**config.mk**
```make
export PLATFORM = sky130hd
export DESIGN_NAME = sram_arbiter
export DESIGN_NICKNAME = d
export VERILOG_FILES = /design/src/rtl/sram_arbiter.sv
export SDC_FILE = /design/constraint.sdc
export NUM_CORES = 1
export LEC_CHECK = 0
export ABC_AREA = 1
export BUFFER_PORTS_ARGS = -buffer_cell sky130_fd_sc_hd__buf_4
export CAP_MARGIN = 20
export CORE_MARGIN = 1.5
export CORE_UTILIZATION = 45
export CTS_BUF_LIST = sky130_fd_sc_hd__clkbuf_2
export CTS_CLUSTER_SIZE = 8
export DETAILED_ROUTE_END_ITERATION = 6
export PLACE_DENSITY_LB_ADDON = 0.25
export RECOVER_POWER = 25
export SLEW_MARGIN = 40
export SYNTH_ARGS = -nofsm -noshare
export SYNTH_HDL_FRONTEND = slang
export SYNTH_SLANG_ARGS = --single-unit
```
**constraint.sdc**
```tcl
create_clock -name clk -period 2.5 [get_ports clk]
set_input_delay 0.25 -clock clk [delete_from_list [all_inputs] [get_ports clk]]
set_output_delay 0.25 -clock clk [all_outputs]
set_load 0.01 [all_outputs]
```
**src/rtl/sram_arbiter.sv**
```systemverilog
// Three-client (video/CPU/DMA) slot arbiter in front of the SRAM controller.
// Grants on cyc strobes, routes read words back, bounds DMA starvation.
module sram_arbiter #(
  parameter int DMA_MAXWAIT = 4
) (
  input  logic        clk,
  input  logic        rst,
  input  logic        cyc,
  input  logic        vid_req,
  input  logic [20:0] vid_addr,
  input  logic        cpu_req,
  input  logic        cpu_rnw,
  input  logic [20:0] cpu_addr,
  input  logic [15:0] cpu_wrdata,
  input  logic [1:0]  cpu_bsel,
  input  logic        dma_req,
  input  logic        dma_rnw,
  input  logic [20:0] dma_addr,
  input  logic [15:0] dma_wrdata,
  input  logic [1:0]  dma_bsel,
  output logic        vid_ack,
  output logic        cpu_ack,
  output logic        dma_ack,
  output logic [15:0] rd_data,
  output logic        vid_strb,
  output logic        cpu_strb,
  output logic        dma_strb,
  output logic        req,
  output logic [20:0] addr,
  output logic        rnw,
  output logic [1:0]  bsel,
  output logic [15:0] wrdata,
  input  logic [15:0] sram_do
);

  typedef enum logic [1:0] {
    ID_NONE,
    ID_VID,
    ID_CPU,
    ID_DMA
  } id_e;

  localparam logic [3:0] MAXW = 4'(DMA_MAXWAIT);

  id_e         win;
  logic        grant;
  logic        ret;
  logic [2:0]  ack_q, ack_d;
  logic [2:0]  strb_q, strb_d;
  logic [15:0] rd_data_q, rd_data_d;
  logic [15:0] wrdata_q, wrdata_d;
  logic        pend_rd_q, pend_rd_d;
  id_e         pend_id_q, pend_id_d;
  logic [3:0]  wait_q, wait_d;

  function automatic logic [2:0] onehot(id_e id);
    logic [2:0] v;
    v = 3'b000;
    case (id)
      ID_VID:  v = 3'b001;
      ID_CPU:  v = 3'b010;
      ID_DMA:  v = 3'b100;
      default: v = 3'b000;
    endcase
    return v;
  endfunction

  // Fixed priority, except a starved DMA jumps ahead of the CPU.
  always_comb begin
    win = ID_NONE;
    if (vid_req)
      win = ID_VID;
    else if (dma_req && wait_q == MAXW)
      win = ID_DMA;
    else if (cpu_req)
      win = ID_CPU;
    else if (dma_req)
      win = ID_DMA;
  end

  always_comb begin
    addr = '0;
    rnw  = 1'b1;
    bsel = '0;
    case (win)
      ID_VID: begin
        addr = vid_addr;
        bsel = 2'b11;
      end
      ID_CPU: begin
        addr = cpu_addr;
        rnw  = cpu_rnw;
        bsel = cpu_bsel;
      end
      ID_DMA: begin
        addr = dma_addr;
        rnw  = dma_rnw;
        bsel = dma_bsel;
      end
      default: ;
    endcase
  end

  assign req   = vid_req | cpu_req | dma_req;
  assign grant = cyc & req;
  assign ret   = cyc & pend_rd_q;

  always_comb begin
    ack_d     = '0;
    strb_d    = '0;
    rd_data_d = rd_data_q;
    wrdata_d  = wrdata_q;
    pend_rd_d = pend_rd_q;
    pend_id_d = pend_id_q;
    wait_d    = wait_q;
    if (grant)
      ack_d = onehot(win);
    if (ret) begin
      rd_data_d = sram_do;
      strb_d    = onehot(pend_id_q);
      pend_rd_d = 1'b0;
      pend_id_d = ID_NONE;
    end
    // A read granted on the return edge takes over the pending slot.
    if (grant && rnw) begin
      pend_rd_d = 1'b1;
      pend_id_d = win;
    end
    if (grant && !rnw)
      wrdata_d = (win == ID_CPU) ? cpu_wrdata : dma_wrdata;
    if (cyc) begin
      if (!dma_req || win == ID_DMA)
        wait_d = '0;
      else if (win == ID_CPU && wait_q != MAXW)
        wait_d = wait_q + 4'd1;
    end
  end

  always_ff @(posedge clk or posedge rst) begin
    if (rst) begin
      ack_q     <= '0;
      strb_q    <= '0;
      rd_data_q <= '0;
      wrdata_q  <= '0;
      pend_rd_q <= 1'b0;
      pend_id_q <= ID_NONE;
      wait_q    <= '0;
    end else begin
      ack_q     <= ack_d;
      strb_q    <= strb_d;
      rd_data_q <= rd_data_d;
      wrdata_q  <= wrdata_d;
      pend_rd_q <= pend_rd_d;
      pend_id_q <= pend_id_d;
      wait_q    <= wait_d;
    end
  end

  assign vid_ack  = ack_q[0];
  assign cpu_ack  = ack_q[1];
  assign dma_ack  = ack_q[2];
  assign vid_strb = strb_q[0];
  assign cpu_strb = strb_q[1];
  assign dma_strb = strb_q[2];
  assign rd_data  = rd_data_q;
  assign wrdata   = wrdata_q;

endmodule
```
==> results of run 1 <==
## flip-flops by register name (all words and copies together), names as in the netlist
signal and cells:
strb_q 3, rd_data 16, wrdata 16, wait_q 4, pend_id_q 2, ack_q 3
pend_rd_q 1
## area by class of cell
type / count / area (sq um)
clock buffer: 5 / 25.0
clock inverter: 3 / 25.0
fill: 418 / 1430
inverter: 18 / 67.6
multi-input combinational: 250 / 1240
sequential: 45 / 1130
tap: 72 / 90.1
timing repair buffer: 191 / 1440
## cells by family (layout without fill, tap and decap cells)
group / count (synthesis) / after routing / share of synthesized area (%)
AND/OR/NAND/NOR: 224 / 224 / 39.0
flip-flops: 45 / 45 / 44.7
buffers and inverters: 34 / 217 / 6.30
multiplexers: 16 / 16 / 7.15
AO/OA/AOI/OAI: 6 / 6 / 1.19
adder cells (fa/ha/maj): 2 / 2 / 0.992
XOR/XNOR: 2 / 2 / 0.695
## power groups by stage
stage	Combinational (mW)	Clock [mW]	Sequential, mW
6_report	0.827	0.322	0.944
5_1_grt	0.903	0.365	0.961
4_1_cts	0.836	0.338	0.943
3_5_place_dp	0.831	0	0.956
3_3_place_gp	0.812	0	0.950
2_1_floorplan	0.306	0	1.01
## path summary, 6_finish.rpt
kind	end	cells after the start	slack [ps]
min reg2reg	strb_q[0]	1	470
min	rd_data[9]	2	50
max	addr[8]	11	200
max reg2reg	wrdata[0]	9	720
max in group asynchronous	wrdata[0]	3	720
min in group asynchronous	pend_id_q[0]	3	870
## critical path, delay by kind of cell, from the launching register on
family        cells  cell delay (ps)
flops             1              420
buf+inv           4              520
simple gates      6              490
fa+ha+maj         1              210
## synthesized netlist by cell type, drive strengths merged
master	number	area [sq um]
xor2	2	17.5
ha	2	25.0
nand3	61	305
nand2	148	573
inv	18	67.6
o21ai	2	10.0
nor2	7	55.1
nand4	3	25.0
clkbuf	3	11.3
mux2	16	180
nor3	5	25.0
buf	13	80.1
a21oi	4	20.0
dfrtp	45	1130
## per-stage QoR
stage	area [sq um]	setup slack, ps	hold slack (ps)	std cells
finish	4010	202	50.3	584
global route	4010	41.4	2.46	584
CTS	4010	175	22.2	584
detailed placement	3940	704	351	574
global placement	3940	746	447	574
floorplan	2520	777	341	329
## layer usage
layer / GRT usage (%) / up-vias / part of all wire (%)
li1: - / 1424 / -
met2: 44.5 / 110 / 51
met4: 7.45 / 0 / 1.1
met3: 6.59 / 9 / 6.9
met5: 0 / - / 0
met1: 30.7 / 1306 / 41
==> results.md, run 1 <==
- # IOs: approximately 190
- Clock sinks: 45
- Max IR drop VDD: 0.362 mV
- Share of post-route cells with drive strength above 1: a little over two fifths
- Hold WC Path Type: input pin to flop
- Avg WL per Cell: 13.2 um
- Reg2Reg Launch Point: wait_q[0]
- Port Buffers: approximately 190
- Critical Path End Type: output pin
- Seq/Total Area, Yosys: 44.7%
- Worst Skew: around 6.3 ps
- Post-route setup TNS: 0 ps
- Most Frequent Cell on Critical Path: nand2_1
- Maxcap violations: 1
- Crit path launch: wait_q[0]
- Detailed-route DRC error count: 0
- Crit-path max cell delay: between 400 and 500 ps
- Design Power: 2.09 mW
- Crit start category: flop
- Clk pwr share: between 10% and 20%
- Post-cts sizing count: 0
- Worst hold start: sram_do[9]
- Drt initial violations: 130
- CTS Buf Count: 5
- Sw Ratio: 33.5%
- Post-Syn Nets: around 450
- GRT Util Overall: 25.5%
- # H-tree levels: 2
- Worst-Skew Late Latency: around 400 ps
- CP Data Arrival Time: 2050 ps
- Hpwl dp: slightly below 6000 um
- Die area: a little over 6000 sq um
- Via Count: approximately 2,800
- Final Hold Fails: 0
- Clock Pin Slew Worst Setup and Hold Paths: between 200 and 250 ps
- Top achievable clock speed: ~440 MHz
- WL final: a little under 8000 um
- Violated checks: capacitance limit, slew limit
- Int Power: around 1.4 mW
- Comb pwr share: 39.5%
- Post-Synthesis Cells: between 300 and 400
- Cts hold-fix bufs: 2
- Initial Util: 46.4%
- WS Path Type: flop to output pin
- Critical-path maximum fanout: 23
- Min Clock Period, post-route: about 2300 ps
- Die extent in y: slightly below 80 um
- Initial antenna violation count: 0
- Antenna diodes: 0
- Commonest cells after routing, fill and taps aside: 187 x buf_4, 145 x nand2_1, 61 x nand3_1
- Slew Viols, Final: 46
- Clock Path Buffers: 2
- Gr ovfl total: 0
- PwrDens: roughly 520 nW/um^2
- Syn avg cell area: around 7.7 sq um
- Status: complete, but fails checks
- Seq pwr share: about 45%
- Cell breakdown of the critical path: inv_1, ha_1, nand3_1, nand2_1, nand2_1, nand2_2, inv_1, buf_4, nand2_1, nand3_1, buf_4
- FF+latch count, synth: 45
- TritonCTS clock tree: yes
- ANT nets after route: 0
- Switch Pwr: between 0.7 and 0.8 mW
- Layout area overhead: 58.9%
- Post-synth cell types: 22
- RSZ-0062 raised after global routing: no
- Commonest non-fill, non-tap cell in the layout: buf_4
- Mapped Area: ~2500 sq um
- Vias per inst: ~5
- Nets: 636
- # rows: 27
- Setup Fix Bufs, Post-CTS: 0
- Largest net degree at the start of global routing: 46
- First-pass GRT wire length: ~12,000 um
- Max-slew headroom: -7.41%
- First-pass DRT Iterations: 4
- YS warnings: 0
- CORE AREA: 5440 sq um
- Final setup vio count: 0
- WP data required: 2250 ps
- Slowest CP cell: dfrtp_1
- CTS root buffer: clkbuf_2
- Layout Utilization: around three quarters
- Vias in the first global route: 2,744
- Pleak: around 2.2 nW
- Final period util: between 90% and 100%
- GPL Wtd Cong: 0.886
- Chip width: 77.9 um
- Slew @ Worst Pin: around 1600 ps
Note: power is estimated with default switching activity, not from simulation.
==> inputs of run 2 (changes only) <==
--- a/config.mk
+++ b/config.mk
@@ -5,7 +5,6 @@
 export SDC_FILE = /design/constraint.sdc
 export NUM_CORES = 1
 export LEC_CHECK = 0
-export ABC_AREA = 1
 export BUFFER_PORTS_ARGS = -buffer_cell sky130_fd_sc_hd__buf_4
 export CAP_MARGIN = 20
 export CORE_MARGIN = 1.5
==> results.md, run 2 <==
- Crit path launch: wait_q[0]
- Mapped Area: approximately 2500 sq um
- Hpwl dp: between 5000 and 6000 um
- Worst r2r path cells: 6
- Slew Viols, Final: 46
- First-pass DRT Iterations: 4
- Die area: between 6000 and 7000 sq um
- GPL Wtd Cong: between 0.8 and 0.9
- Max-slew headroom: -14.0%
- CP Data Arrival Time: approximately 2200 ps
- Ranking of synthesized cells by area: dfrtp_1 45%, mux2_2 18%, a22oi_1 6.3%
- Cell with the most instances after synthesis: dfrtp_1
- Hold slack final: ~40 ps
- PwrDens: approximately 500 nW/um^2
- Vias in the first global route: approximately 2,500
- Sequential cell area: 1130 sq um
- Pleak: 2.06 nW
- Detailed-route DRC error count: 0
- Hold WC Path Type: input pin to flop
- Area of the multi-input gates: 1310 sq um
- Commonest non-fill, non-tap cell in the layout: buf_4
- WS Path Type: flop to output pin
- Post-Synthesis Cells: between 200 and 250
- Seq/Total Area, Yosys: about 45%
- Critical-path maximum fanout: 5
- WP data required: about 2300 ps
- Port Buffers: roughly 190
- CTS root buffer: clkbuf_2
- Filler Cell Count: 351
- Clock Path Buffers: 2
- Worst-Skew Late Latency: between 400 and 500 ps
- Chip width: 77.6 um
- Critical Path End Type: output pin
- Share of post-route cells with drive strength above 1: 63.2%
- Nets: about 540
- Top achievable clock speed: between 400 and 500 MHz
- Post-Syn Nets: 350
- Slew @ Worst Pin: 1710 ps
- Drt initial violations: between 90 and 100
- ANT nets after route: 0
- GRT Util Overall: 24.4%
- WL final: between 7000 and 8000 um
- Final period util: 96.6%
- Vias per inst: a little over 5
- # H-tree levels: 2
- Gr ovfl total: 0
- Commonest cells post-synth: 45 x dfrtp_1, 39 x mux2_2, 28 x nand2_1, 22 x o21ai_0, 21 x a22oi_1
- Layout area overhead: 65.1%
- Violated checks: capacitance limit, slew limit
- FF+latch count, synth: 45
- # rows: 26
- Worst Skew: about 18 ps
- Reg2Reg Launch Point: wait_q[1]
- CTS Buf Count: 5
- R2r setup slk: ~130 ps
- Biggest area consumer among synthesized cells: dfrtp_1
- Maxcap violations: 1
- Initial Util: 47.8%
- Crit path setup slack, layout: between 80 and 90 ps
- Initial antenna violation count: 0
- Die extent in y: slightly below 80 um
- Top cell type's share of synthesized area: about 45%
- First-pass GRT wire length: roughly 12,000 um
- Final setup vio count: 0
- YS warnings: 0
- Post-synth ARST share: 100%
- DP Worst Slack: ~110 ps
- Hold path depth: 2
- Commonest cells after routing, fill and taps aside: 191 x buf_4, 45 x dfrtp_1, 39 x mux2_2
- Crit start category: flop
- CORE AREA: ~5200 sq um
- Clock Pin Slew Worst Setup and Hold Paths: ~240 ps
- Worst hold start: sram_do[7]
- Design Power: between 2 and 2.5 mW
- # IOs: 186
- Status: complete, but fails checks
- Largest net degree at the start of global routing: roughly 50
- Min Clock Period, post-route: between 2000 and 2500 ps
- Antenna diodes: 0
- EDFF count, synth: 0
- Via Count: roughly 2,500
- Hold EP: rd_data[7]
- TritonCTS clock tree: yes
- Avg WL per Cell: about 16 um
- Syn avg cell area: 11.1 sq um
- Final Hold Fails: 0
- Post-synth cell types: 39
- Worst r2r dst: wrdata[2]
- Max IR drop VDD: roughly 0.45 mV
- Primary FF master, synth: dfrtp_1
- Clock sinks: 45
==> run 2: layout make-up <==
| type | count | share of cell area, % |
|---|---|---|
| sequential | 45 | 27.2 |
| multi-input combinational | 158 | 31.7 |
| timing repair buffer | 202 | 37.4 |
| clock inverter | 3 | 0.484 |
| tap | 70 | 2.12 |
| inverter | 5 | 0.454 |
| clock buffer | 5 | 0.605 |
==> run 2: worst max path at each step <==
stage	endpoint	slack (ps)	cells after the start
2_1_floorplan	addr[0]	330	8
3_3_place_gp	wrdata[4]	180	6
3_5_place_dp	wrdata[6]	110	6
4_1_cts	addr[4]	20	8
5_1_grt	bsel[0]	-4	8
6_report	bsel[0]	90	8
==> run 2: cell families (layout without fill, tap and decap cells) <==
logic type	count (synthesis)	count (layout)	synth area share, %
AO/OA/AOI/OAI	54	54	14.7
adder cells (fa/ha/maj)	2	2	0.999
buffers and inverters	22	215	4.35
flip-flops	45	45	45.0
multiplexers	51	51	24.3
AND/OR/NAND/NOR	51	51	10.7
==> run 2: worst max-delay path: stages (launching register included) <==
cell	delay, ps
dfrtp_1	460
inv_2	90
ha_4	130
and4b_4	250
nor3b_4	50
buf_4	140
buf_6	130
a221o_1	340
buf_4	160
==> run 2: stage by stage <==
step / cells / util, % / cell area [sq um] / TNS (ps)
floorplan: 225 / - / 2500 / 0
global placement: 467 / 75.0 / 3930 / 0
detailed placement: 467 / 75.1 / 3930 / 0
CTS: 476 / 76.2 / 3990 / 0
global route: 488 / 79.0 / 4140 / -3.55
finish: 488 / 79.0 / 4140 / 0
==> run 2: report_power, final <==
group	total [mW]	leakage, nW	internal, mW	switching (mW)
clock network	0.313	0.0270	0.0692	0.244
logic	0.836	1.48	0.515	0.322
registers	0.935	0.551	0.862	0.0738
total	2.08	2.06	1.45	0.639
==> run 2: per-layer routing <==
metal | vias up | global-route usage (%) | wire length (um)
met5 | - | 0 | 0
met4 | 0 | 6.55 | 113
met3 | 13 | 6.47 | 591
met2 | 124 | 43.0 | 4050
met1 | 1192 | 29.1 | 3050
li1 | 1205 | - | -
==> run 2: what timing repair did <==
item                       in CTS  in global routing
pin swaps                       0                  4
setup endpoints to repair       5                 34
buffers inserted                0                  7
cloned                          0                  3
resized for setup               1                 25
hold endpoints to repair       45                  3
hold buffers                    1                  3
==> inputs of run 3 (changes only) <==
--- a/config.mk
+++ b/config.mk
@@ -7,7 +7,8 @@
 export LEC_CHECK = 0
 export BUFFER_PORTS_ARGS = -buffer_cell sky130_fd_sc_hd__buf_4
 export CAP_MARGIN = 20
-export CORE_MARGIN = 1.5
+export CORE_ASPECT_RATIO = 1.2
+export CORE_MARGIN = 3
 export CORE_UTILIZATION = 45
 export CTS_BUF_LIST = sky130_fd_sc_hd__clkbuf_2
 export CTS_CLUSTER_SIZE = 8
==> results.md, run 3 (synthesis results as in run 2) <==
- Share of post-route cells with drive strength above 1: 61.7%
- CTS root buffer: clkbuf_2
- Hold WC Path Type: input pin to flop
- CTS Buf Count: 5
- First-pass DRT Iterations: 4
- Chip width: between 70 and 80 um
- Antenna diodes: 0
- Max-slew headroom: between 30 and 40%
- GPL Wtd Cong: a little under 0.8
- Commonest non-fill, non-tap cell in the layout: buf_4
- Via Count: 2,490
- Layout area overhead: 62.9%
- Hpwl dp: between 6000 and 7000 um
- Post-route cell area: 4080 sq um
- Avg WL per Cell: roughly 16 um
- Worst-Skew Late Latency: around 400 ps
- ANT nets after route: 0
- Pleak: a little over 2 nW
- Comb pwr share: between 30% and 40%
- Switch Pwr: 0.619 mW
- Slowest CP cell: or4b_4
- WL final: ~7700 um
- Clock sinks: between 40 and 50
- Critical Path End Type: output pin
- Initial Util: a little under half
- Detailed-route DRC error count: 0
- Seq pwr share: between 40% and 50%
- WS Path Type: flop to output pin
- Placed Instance Area: approximately 4000 sq um
- Clock Path Buffers: 2
- Critical-path maximum fanout: 4
- GRT Util Overall: a little under a quarter
- Port Buffers: 185
- Final setup vio count: 0
- Vias in the first global route: 2,395
- Min Clock Period, post-route: 2380 ps
- PwrDens: ~530 nW/um^2
- Largest net degree at the start of global routing: between 50 and 60
- # rows: 29
- Drt initial violations: 70
- Crit-path max cell delay: 500 ps
- Filler Cell Count: roughly 370
- Die extent in y: between 80 and 90 um
- WP data required: 2250 ps
- Top achievable clock speed: between 400 and 500 MHz
- TritonCTS clock tree: yes
- Die area: 6500 sq um
- # H-tree levels: 2
- Clock Pin Slew Worst Setup and Hold Paths: ~220 ps
- Max IR drop VDD: approximately 0.26 mV
- Maxcap violations: 0
- Nets: roughly 540
- CP Data Arrival Time: approximately 2100 ps
- Sw Ratio: about 29%
- Clk pwr share: between 10% and 20%
- Crit start category: flop
- Final Hold Fails: 0
- Vias per inst: between 5 and 6
- # IOs: 186
- Gr ovfl total: 0
- Slew Viols, Final: 0
- Final period util: between 90% and 100%
- Worst Skew: 9.45 ps
- CORE AREA: roughly 5300 sq um
- DP Worst Slack: between 300 and 400 ps
- Crit path setup slack, layout: ~120 ps
- Cell breakdown of the critical path: inv_1, ha_1, and4b_4, or4b_4, and2_2, buf_4
- Commonest cells after routing, fill and taps aside: 188 x buf_4, 45 x dfrtp_1, 39 x mux2_2
- Slew @ Worst Pin: between 1000 and 1500 ps
- R2r setup slk: ~280 ps
- Int Power: ~1.5 mW
- First-pass GRT wire length: 11,300 um
- Initial antenna violation count: 0
- Status: finished clean
-- run 3: worst paths after layout --
path                         startpoint     endpoint  cells after the start
min reg2reg                pend_id_q[0]    strb_q[1]                      1
min                          sram_do[1]   rd_data[1]                      2
max reg2reg                   wait_q[1]    wrdata[1]                      7
min in group asynchronous           rst   rd_data[6]                      3
max                           wait_q[1]          rnw                      6
max in group asynchronous           rst  rd_data[15]                      4
-- run 3: final cells by class --
cell class	count	area [sq um]	area share [%]
inverters	5	18.8	0.460
flip-flops and latches	45	1130	27.6
well taps	62	77.6	1.90
clock buffers	5	25.0	0.613
multi-input cells	158	1280	31.5
repair buffers	196	1510	36.9
clock inverters	3	41.3	1.01
-- run 3: power by group through the flow --
| stage | Clock, mW | Combinational [mW] | Sequential, mW |
|---|---|---|---|
| after floorplan | 0 | 0.295 | 1.00 |
| after detailed placement | 0 | 0.813 | 0.953 |
| after global placement | 0 | 0.789 | 0.945 |
| after global routing | 0.437 | 0.883 | 0.953 |
| after CTS | 0.408 | 0.815 | 0.938 |
| final | 0.399 | 0.817 | 0.937 |
-- run 3: layer usage --
| layer | track usage, % | vias to the layer above | wire [um] |
|---|---|---|---|
| li1 | - | 1195 | - |
| met1 | 24.6 | 1162 | 2750 |
| met2 | 41.0 | 122 | 4100 |
| met3 | 7.35 | 11 | 727 |
| met4 | 6.59 | 0 | 155 |
| met5 | 0 | - | 0 |
-- run 3: repair_timing --
action | in CTS | in global routing
endpoints found under the hold margin | 12 | 0
endpoints found under the setup margin | 0 | 23
hold buffers | 1 | 0
resized for setup | 0 | 5
setup buffers | 0 | 2
-- run 3: critical path: cells and delay by family (launching register included) --
family	cells	cell delay, ps
buffers and inverters	2	200
flip-flops	1	430
AND/OR/NAND/NOR	3	920
adder cells (fa/ha/maj)	1	190
-- run 3: per-stage QoR --
| stage | utilization [%] | std cells | power [mW] | hold slack, ps | TNS, ps |
|---|---|---|---|---|---|
| global placement | 74.1 | 462 | 1.73 | 228 | 0 |
| finish | 76.5 | 474 | 2.15 | 43.2 | 0 |
| CTS | 75.6 | 471 | 2.16 | 34.3 | 0 |
| detailed placement | 74.1 | 462 | 1.77 | 240 | 0 |
| global route | 76.5 | 474 | 2.27 | 13.3 | -10.2 |
| floorplan | - | 225 | 1.30 | 401 | 0 |
